File: config.mk
export PLATFORM = sky130hd
export DESIGN_NAME = hazard_unit_flat
export DESIGN_NICKNAME = d
export VERILOG_FILES = /design/src/rtl/hazard_unit_if.sv /design/src/rtl/hazard_unit.sv /design/src/flat_wrapper.sv
export SDC_FILE = /design/constraint.sdc
export NUM_CORES = 1
export LEC_CHECK = 0
export ABC_AREA = 1
export BUFFER_PORTS_ARGS = -buffer_cell sky130_fd_sc_hd__buf_4
export CAP_MARGIN = 40
export CORE_MARGIN = 8
export CORE_UTILIZATION = 44
export DETAILED_ROUTE_END_ITERATION = 10
export PLACE_DENSITY = 0.86
export SETUP_SLACK_MARGIN = 0.5
export SKIP_CTS_REPAIR_TIMING = 1
export SYNTH_ARGS = -nofsm -noshare
export SYNTH_HDL_FRONTEND = slang
export SYNTH_SLANG_ARGS = --single-unit
File: constraint.sdc
create_clock -name clk -period 2.5 [get_ports clk]
set_clock_uncertainty 0.2 [all_clocks]
set_input_delay 0.25 -clock clk [delete_from_list [all_inputs] [get_ports clk]]
set_output_delay 0.25 -clock clk [all_outputs]
set_load 0.01 [all_outputs]
File: src/rtl/hazard_unit_if.sv
// Signal bundle between the pipeline datapath and the hazard unit.
// The master is the pipeline side and the slave is the hazard unit.
interface hazard_unit_if;
  logic [4:0]  rsD, rtD, rsE, rtE;
  logic        branchD, jrD;
  logic [4:0]  writeregE, writeregM, writeregW;
  logic        regwriteE, regwriteM, regwriteW;
  logic        memtoregE, memtoregM;
  logic        divE;
  logic        i_busy, d_busy;
  logic [31:0] excepttypeM;
  logic        forwardaD, forwardbD;
  logic [1:0]  forwardaE, forwardbE;
  logic        stallF, stallD, stallE, stallM;
  logic        flushF, flushD, flushE, flushM, flushW;
  logic        exc_fire;
  logic        div_busy;

  modport master (
    output rsD, rtD, rsE, rtE, branchD, jrD,
           writeregE, writeregM, writeregW,
           regwriteE, regwriteM, regwriteW,
           memtoregE, memtoregM, divE, i_busy, d_busy, excepttypeM,
    input  forwardaD, forwardbD, forwardaE, forwardbE,
           stallF, stallD, stallE, stallM,
           flushF, flushD, flushE, flushM, flushW,
           exc_fire, div_busy
  );

  modport slave (
    input  rsD, rtD, rsE, rtE, branchD, jrD,
           writeregE, writeregM, writeregW,
           regwriteE, regwriteM, regwriteW,
           memtoregE, memtoregM, divE, i_busy, d_busy, excepttypeM,
    output forwardaD, forwardbD, forwardaE, forwardbE,
           stallF, stallD, stallE, stallM,
           flushF, flushD, flushE, flushM, flushW,
           exc_fire, div_busy
  );
endinterface

File: src/rtl/hazard_unit.sv
// Hazard, forwarding and stall/flush control for the 5-stage MIPS pipeline.
// Holds the divider occupancy counter and defers exceptions until memory traffic drains.
//
//   state    | meaning
//   ---------+----------------------------------------------------------
//   EXC_IDLE | no exception waiting; an exception without memstall fires now
//   EXC_PEND | exception seen during memstall; fires on first memstall-free cycle
module hazard_unit #(
  parameter int DIV_LAT = 36,
  parameter int CNT_W   = 6
) (
  input logic          clk,
  input logic          rst,
  hazard_unit_if.slave hz
);

  typedef enum logic {EXC_IDLE = 1'b0, EXC_PEND = 1'b1} exc_state_t;

  exc_state_t       r_exc_state, w_exc_state_nxt;
  logic [CNT_W-1:0] r_div_cnt, w_div_cnt_nxt;
  logic             w_memstall, w_lwstall, w_brstall;
  logic             w_div_busy, w_exc_now, w_exc_fire;
  logic             w_e_hits_d, w_m_hits_d;

  assign w_memstall = hz.i_busy | hz.d_busy;
  assign w_exc_now  = (hz.excepttypeM != 32'd0);

  always_comb begin
    hz.forwardaE = 2'b00;
    if (hz.regwriteM && hz.writeregM != 5'd0 && hz.writeregM == hz.rsE)
      hz.forwardaE = 2'b10;
    else if (hz.regwriteW && hz.writeregW != 5'd0 && hz.writeregW == hz.rsE)
      hz.forwardaE = 2'b01;

    hz.forwardbE = 2'b00;
    if (hz.regwriteM && hz.writeregM != 5'd0 && hz.writeregM == hz.rtE)
      hz.forwardbE = 2'b10;
    else if (hz.regwriteW && hz.writeregW != 5'd0 && hz.writeregW == hz.rtE)
      hz.forwardbE = 2'b01;
  end

  assign hz.forwardaD = hz.regwriteM && hz.writeregM != 5'd0 && hz.writeregM == hz.rsD;
  assign hz.forwardbD = hz.regwriteM && hz.writeregM != 5'd0 && hz.writeregM == hz.rtD;

  assign w_e_hits_d = (hz.writeregE != 5'd0) &&
                      (hz.writeregE == hz.rsD || hz.writeregE == hz.rtD);
  assign w_m_hits_d = (hz.writeregM != 5'd0) &&
                      (hz.writeregM == hz.rsD || hz.writeregM == hz.rtD);

  assign w_lwstall = hz.memtoregE && w_e_hits_d;
  assign w_brstall = (hz.branchD || hz.jrD) &&
                     ((hz.regwriteE && w_e_hits_d) || (hz.memtoregM && w_m_hits_d));

  // Busy through the start cycle and while counting; the cycle at count 1 lets E advance.
  assign w_div_busy  = hz.divE && (r_div_cnt != CNT_W'(1));
  assign hz.div_busy = w_div_busy;

  always_comb begin
    w_div_cnt_nxt = r_div_cnt;
    if (w_exc_fire)
      w_div_cnt_nxt = '0;
    else if (r_div_cnt != '0)
      w_div_cnt_nxt = r_div_cnt - CNT_W'(1);
    else if (hz.divE)
      w_div_cnt_nxt = CNT_W'(DIV_LAT - 1);
  end

  always_ff @(posedge clk or negedge rst) begin
    if (!rst) r_div_cnt <= '0;
    else      r_div_cnt <= w_div_cnt_nxt;
  end

  always_ff @(posedge clk or negedge rst) begin
    if (!rst) r_exc_state <= EXC_IDLE;
    else      r_exc_state <= w_exc_state_nxt;
  end

  always_comb begin
    w_exc_state_nxt = r_exc_state;
    w_exc_fire      = 1'b0;
    case (r_exc_state)
      EXC_IDLE: begin
        if (w_exc_now) begin
          if (w_memstall) w_exc_state_nxt = EXC_PEND;
          else            w_exc_fire      = 1'b1;
        end
      end
      EXC_PEND: begin
        if (!w_memstall) begin
          w_exc_fire      = 1'b1;
          w_exc_state_nxt = EXC_IDLE;
        end
      end
      default: w_exc_state_nxt = EXC_IDLE;
    endcase
  end

  assign hz.exc_fire = w_exc_fire;

  always_comb begin
    hz.stallF = 1'b0;
    hz.stallD = 1'b0;
    hz.stallE = 1'b0;
    hz.stallM = 1'b0;
    hz.flushF = 1'b0;
    hz.flushD = 1'b0;
    hz.flushE = 1'b0;
    hz.flushM = 1'b0;
    hz.flushW = 1'b0;
    if (w_exc_fire) begin
      hz.flushF = 1'b1;
      hz.flushD = 1'b1;
      hz.flushE = 1'b1;
      hz.flushM = 1'b1;
      hz.flushW = 1'b1;
    end else if (w_memstall) begin
      // W registers are never held, so bubble W to avoid repeating its write.
      hz.stallF = 1'b1;
      hz.stallD = 1'b1;
      hz.stallE = 1'b1;
      hz.stallM = 1'b1;
      hz.flushW = 1'b1;
    end else if (w_div_busy) begin
      hz.stallF = 1'b1;
      hz.stallD = 1'b1;
      hz.stallE = 1'b1;
      hz.flushM = 1'b1;
    end else if (w_lwstall || w_brstall) begin
      hz.stallF = 1'b1;
      hz.stallD = 1'b1;
      hz.flushE = 1'b1;
    end
  end

endmodule

File: src/flat_wrapper.sv
// flat-port wrapper written by rule: the top's interface ports become plain ports
module hazard_unit_flat 
#(
  parameter int DIV_LAT = 36,
  parameter int CNT_W   = 6
)
  (clk, rst, hz_rsD, hz_rtD, hz_rsE, hz_rtE, hz_branchD, hz_jrD, hz_writeregE, hz_writeregM, hz_writeregW, hz_regwriteE, hz_regwriteM, hz_regwriteW, hz_memtoregE, hz_memtoregM, hz_divE, hz_i_busy, hz_d_busy, hz_excepttypeM, hz_forwardaD, hz_forwardbD, hz_forwardaE, hz_forwardbE, hz_stallF, hz_stallD, hz_stallE, hz_stallM, hz_flushF, hz_flushD, hz_flushE, hz_flushM, hz_flushW, hz_exc_fire, hz_div_busy);
  hazard_unit_if hz_i ();
  input logic clk;
  input logic rst;
  input wire logic [$bits(hz_i.rsD)-1:0] hz_rsD;
  input wire logic [$bits(hz_i.rtD)-1:0] hz_rtD;
  input wire logic [$bits(hz_i.rsE)-1:0] hz_rsE;
  input wire logic [$bits(hz_i.rtE)-1:0] hz_rtE;
  input wire logic [$bits(hz_i.branchD)-1:0] hz_branchD;
  input wire logic [$bits(hz_i.jrD)-1:0] hz_jrD;
  input wire logic [$bits(hz_i.writeregE)-1:0] hz_writeregE;
  input wire logic [$bits(hz_i.writeregM)-1:0] hz_writeregM;
  input wire logic [$bits(hz_i.writeregW)-1:0] hz_writeregW;
  input wire logic [$bits(hz_i.regwriteE)-1:0] hz_regwriteE;
  input wire logic [$bits(hz_i.regwriteM)-1:0] hz_regwriteM;
  input wire logic [$bits(hz_i.regwriteW)-1:0] hz_regwriteW;
  input wire logic [$bits(hz_i.memtoregE)-1:0] hz_memtoregE;
  input wire logic [$bits(hz_i.memtoregM)-1:0] hz_memtoregM;
  input wire logic [$bits(hz_i.divE)-1:0] hz_divE;
  input wire logic [$bits(hz_i.i_busy)-1:0] hz_i_busy;
  input wire logic [$bits(hz_i.d_busy)-1:0] hz_d_busy;
  input wire logic [$bits(hz_i.excepttypeM)-1:0] hz_excepttypeM;
  output wire logic [$bits(hz_i.forwardaD)-1:0] hz_forwardaD;
  output wire logic [$bits(hz_i.forwardbD)-1:0] hz_forwardbD;
  output wire logic [$bits(hz_i.forwardaE)-1:0] hz_forwardaE;
  output wire logic [$bits(hz_i.forwardbE)-1:0] hz_forwardbE;
  output wire logic [$bits(hz_i.stallF)-1:0] hz_stallF;
  output wire logic [$bits(hz_i.stallD)-1:0] hz_stallD;
  output wire logic [$bits(hz_i.stallE)-1:0] hz_stallE;
  output wire logic [$bits(hz_i.stallM)-1:0] hz_stallM;
  output wire logic [$bits(hz_i.flushF)-1:0] hz_flushF;
  output wire logic [$bits(hz_i.flushD)-1:0] hz_flushD;
  output wire logic [$bits(hz_i.flushE)-1:0] hz_flushE;
  output wire logic [$bits(hz_i.flushM)-1:0] hz_flushM;
  output wire logic [$bits(hz_i.flushW)-1:0] hz_flushW;
  output wire logic [$bits(hz_i.exc_fire)-1:0] hz_exc_fire;
  output wire logic [$bits(hz_i.div_busy)-1:0] hz_div_busy;
  assign hz_i.rsD = hz_rsD;
  assign hz_i.rtD = hz_rtD;
  assign hz_i.rsE = hz_rsE;
  assign hz_i.rtE = hz_rtE;
  assign hz_i.branchD = hz_branchD;
  assign hz_i.jrD = hz_jrD;
  assign hz_i.writeregE = hz_writeregE;
  assign hz_i.writeregM = hz_writeregM;
  assign hz_i.writeregW = hz_writeregW;
  assign hz_i.regwriteE = hz_regwriteE;
  assign hz_i.regwriteM = hz_regwriteM;
  assign hz_i.regwriteW = hz_regwriteW;
  assign hz_i.memtoregE = hz_memtoregE;
  assign hz_i.memtoregM = hz_memtoregM;
  assign hz_i.divE = hz_divE;
  assign hz_i.i_busy = hz_i_busy;
  assign hz_i.d_busy = hz_d_busy;
  assign hz_i.excepttypeM = hz_excepttypeM;
  assign hz_forwardaD = hz_i.forwardaD;
  assign hz_forwardbD = hz_i.forwardbD;
  assign hz_forwardaE = hz_i.forwardaE;
  assign hz_forwardbE = hz_i.forwardbE;
  assign hz_stallF = hz_i.stallF;
  assign hz_stallD = hz_i.stallD;
  assign hz_stallE = hz_i.stallE;
  assign hz_stallM = hz_i.stallM;
  assign hz_flushF = hz_i.flushF;
  assign hz_flushD = hz_i.flushD;
  assign hz_flushE = hz_i.flushE;
  assign hz_flushM = hz_i.flushM;
  assign hz_flushW = hz_i.flushW;
  assign hz_exc_fire = hz_i.exc_fire;
  assign hz_div_busy = hz_i.div_busy;
  hazard_unit #(.DIV_LAT(DIV_LAT), .CNT_W(CNT_W)) u_core (.clk(clk), .rst(rst), .hz(hz_i));
endmodule
=== Word-level counts from Yosys, hierarchy flattened ===
Cells that the tools add are included.

* Muxes and demuxes: 28
* Bitwise logic cells: 2
* Equality and inequality tests: 9
* Reductions and logical operators: 26
* $add $sub $neg: 1

{| class="wikitable"
|+ Operators by type and width
! kind !! count
|-
| equality test 5 bit || 8
|-
| nonzero test 32 bit || 1
|-
| two-way mux 1 bit || 21
|-
| two-way mux 6 bit || 3
|-
| logical AND 1 bit || 15
|-
| nonzero test 5 bit || 3
|-
| != test 6 x 1 -> 1 bit (second input constant) || 1
|-
| nonzero test 6 bit || 1
|-
| subtractor 6 x 1 -> 6 bit (second input constant) || 1
|-
| logical OR 1 bit || 5
|-
| two-way mux 2 bit || 2
|-
| one-hot mux 1 bit (2 select lines) || 2
|-
| nonzero test 3 bit || 1
|-
| inverter 1 bit || 1
|-
| bitwise OR 1 bit || 1
|}

* Input port bits: 79
* Register bits after elaboration: 7

=== Depth between registers and ports, before layout ===
* Word-level depth: 11
* Depth in mapped cells: 12
* Gate-level depth less buffers: 10

=== Worst setup path after synthesis ===
Ideal clock, no wire load.

* Path type: register to output
* From: reg u_core.r_div_cnt[3]
* To: out hz_stallF
* Stages on the path, launching flop included: 10
* Required time: 2.050 ns
* Arrival time: 1.316 ns
* Setup slack: 0.734 ns
* Cells stage by stage: dfrtp_1 nor2_2 inv_2 nor3_4 nand2_1 nand2_1 inv_2 a21oi_2 nand2_1 buf_4

* Cells in the longest elaborated chain, start to end: 5

{| class="wikitable"
|+ RTL lines
! item !! line !! source
|-
| start: declaration || hazard_unit.sv:20 || <nowiki>logic [CNT_W-1:0] r_div_cnt, w_div_cnt_nxt;</nowiki>
|-
| start signal: assignment || hazard_unit.sv:70 || <nowiki>else r_div_cnt <= w_div_cnt_nxt;</nowiki>
|-
| != test 6 x 1 -> 1 bit || hazard_unit.sv:55 || <nowiki>assign w_div_busy = hz.divE && (r_div_cnt != CNT_W'(1));</nowiki>
|-
| logical AND 1 bit || hazard_unit.sv:55 ||
|-
| net hz_div_busy || flat_wrapper.sv:43 || <nowiki>output wire logic [$bits(hz_i.div_busy)-1:0] hz_div_busy;</nowiki>
|-
| two-way mux 1 bit (3 in a row) || -- ||
|-
| end: declaration || flat_wrapper.sv:33 || <nowiki>output wire logic [$bits(hz_i.stallF)-1:0] hz_stallF;</nowiki>
|}

The timed path passes the listed nets, and every way through them passes these cells.

=== Worst setup path in the final report ===
* From: reg u_core.r_div_cnt[2]
* To: out hz_stallD

* Cells in the longest elaborated chain, start to end: 5

{| class="wikitable"
|+ RTL lines
! item !! line !! source
|-
| != test 6 x 1 -> 1 bit || hazard_unit.sv:55 ||
|-
| logical AND 1 bit || hazard_unit.sv:55 ||
|-
| two-way mux 1 bit || hazard_unit.sv:123 || <nowiki>end else if (w_div_busy) begin</nowiki>
|-
| two-way mux 1 bit || hazard_unit.sv:116 || <nowiki>end else if (w_memstall) begin</nowiki>
|-
| two-way mux 1 bit || hazard_unit.sv:110 || <nowiki>if (w_exc_fire) begin</nowiki>
|-
| end: declaration || flat_wrapper.sv:34 || <nowiki>output wire logic [$bits(hz_i.stallD)-1:0] hz_stallD;</nowiki>
|}

No other way between the ends.

==> metrics.txt <==
outcome completed; WP data required 2050 ps; initial antenna violation count 0; setup TNS 0 ps; GPL Wtd Cong 0.865; Seq cells post-synth 7; RSZ-0062 raised after global routing yes; maximum vdd drop around 0.00018 V; synthesized instance count 229; TritonCTS clock tree done; Final setup viols 0; largest net degree at the start of global routing 9; number of buffers created by CTS 3; Num Clock Sinks 7; Die Area about 0.0050 mm²; Pre-antenna DRT Iters 4; Detail Route Antenna Nets 0; crit path kind register to primary output; clock latency on the worst-skew pair 260 ps; CP Launch Type register; Starting Density 0.445; WL/cell 12.5 µm; Cell Pwr Density 417 mW/mm²; vias per inst roughly 4.6; fin. max-slew vios 0; global-route wire length before repair 7.12 mm; via count ~1,700; DR DRC count 0; vias in the first global route 1,628; GRT Total Usage 0.170; number of I/O port buffers 95; cell leakage power 1.18 nW; Die X 70.6 µm; commonest cells after routing, fill and taps aside buf_4, nand2_1, nor2_1; element type at the critical path end primary output; Final Hold Vio Count 0; hold_ws 79.3 ps; Final Routed Wirelength 4.49 mm; worst path arrival time roughly 1700 ps; placed wire-length estimate slightly below 4 mm; HP Class primary input to register; fraction of layout cells with a size suffix above 1 0.361; Ports 96; Root Driver clkbuf_4; Syn Area/Cell 5.74 µm²; CORE AREA 0.00295 mm²; CP Max Fanout 4; clk buf depth 2; grt ovf 0; number of core rows 20; Period minus WS final roughly 2100 ps; fmax 468 MHz; Antenna Cells 0; Clk pin slew, worst setup/hold paths 50 ps; Area growth, synth to finish 60.0%; Post-Syn Nets 311; synth warn 0; final period utilization 0.855; register area share after synthesis 0.133; H-tree Lvls 1; Detailed Route Iter0 Violations about 110; Relative slew margins 0.807; Net count, final 410; die height 70.6 µm; most common cell after layout, fill and taps aside buf_4; Max Cap Viol 0; Mapped Area about 0.0013 mm²; Least-Margin Pin Slew 288 ps; Cell variety after synth 28
[kinds of logic (layout without fill, tap and decap cells)]
family                     Yosys count  after routing  share of synthesized area
AOI/OAI and AO/OA                   14             14                     0.0619
DFF                                  7              7                      0.133
xor gates and xnor gates            25             25                      0.167
adders and majority gates            3              3                     0.0286
buffers and inverters               38            136                      0.129
and+or+nand+nor                    142            142                      0.481
[synth_stat cells]
master | count | area [µm²]
nand3_1 | 10 | 50.1
dfrtp_1 | 7 | 175
o21ai_0 | 5 | 25.0
buf_4 | 5 | 37.5
nand2_1 | 65 | 244
and2_1 | 1 | 6.26
nor3_4 | 1 | 16.3
nand3b_1 | 1 | 7.51
or2_2 | 1 | 6.26
nand4_2 | 1 | 12.5
a31oi_1 | 1 | 6.26
buf_6 | 1 | 11.3
nand4_1 | 3 | 18.8
inv_1 | 28 | 105
xnor2_1 | 14 | 123
a21oi_2 | 1 | 8.76
inv_2 | 4 | 15.0
xor2_1 | 11 | 96.3
nand2_2 | 1 | 6.26
nor2_1 | 49 | 184
o21a_1 | 1 | 7.51
nor4_4 | 2 | 42.5
and2_0 | 1 | 6.26
a21oi_1 | 5 | 25.0
nor2_2 | 1 | 6.26
ha_1 | 3 | 37.5
nor3_1 | 5 | 25.0
o21ai_2 | 1 | 8.76
[stage by stage]
| stage | cells | util | worst slack (ps) | area (µm²) | total power, W |
|---|---|---|---|---|---|
| after global placement | 351 | 0.684 | 741 | 2020 | 0.000710 |
| after CTS | 355 | 0.693 | 409 | 2050 | 0.000840 |
| final | 360 | 0.712 | 362 | 2100 | 0.000876 |
| after floorplan | 229 | - | 734 | 1310 | 0.000528 |
| after detailed placement | 351 | 0.684 | 696 | 2020 | 0.000725 |
| after global routing | 360 | 0.712 | 236 | 2100 | 0.000961 |
[per-layer routing]
layer / GRT usage / part of all wire / up-vias
li1: - / - / 894
met1: 0.191 / 0.40 / 741
met2: 0.321 / 0.57 / 34
met3: 0.0212 / 0.023 / 4
met4: 0.0554 / 0.0080 / 0
met5: 0 / 0 / -
[worst max-delay path: stages (launching register included)]
cell,delay [ps]
dfrtp_1,400
nor2_2,150
inv_2,70
nor3_4,220
nand2_1,100
nand2_2,90
inv_2,50
a21oi_2,140
nand2_2,90
buf_6,130
[final timing paths]
kind	startpoint	to	slack, ps	depth (start not counted)
max in group asynchronous	rst	u_core.r_div_cnt[3]	1840	2
worst min-delay path	hz_i_busy	u_core.r_exc_state	80	3
min in group asynchronous	rst	u_core.r_div_cnt[2]	130	2
worst min register to register	u_core.r_div_cnt[2]	u_core.r_div_cnt[2]	480	3
worst max register to register	u_core.r_div_cnt[2]	u_core.r_div_cnt[5]	860	8
worst max-delay path	u_core.r_div_cnt[2]	hz_stallD	360	9
[sequential cells by signal, indices dropped and copies added, names as in the netlist]
signal              flops
u_core.r_exc_state      1
u_core.r_div_cnt        6
[final cells by class]
| type | count | area [µm²] |
|---|---|---|
| inverters | 32 | 120 |
| fillers | 266 | 851 |
| clock buffers | 4 | 26.3 |
| multi-input cells | 184 | 975 |
| flip-flops and latches | 7 | 175 |
| well taps | 33 | 41.3 |
| repair buffers | 100 | 764 |
[report_power, final]
part / leakage, nW / internal (W) / total (W) / switching [W]
registers: 0.0863 / 0.000157 / 0.000191 / 0.0000339
clock network: 0.0150 / 0.0000612 / 0.000108 / 0.0000465
logic: 1.08 / 0.000280 / 0.000577 / 0.000297
Note: power is estimated with default switching activity, not from simulation.
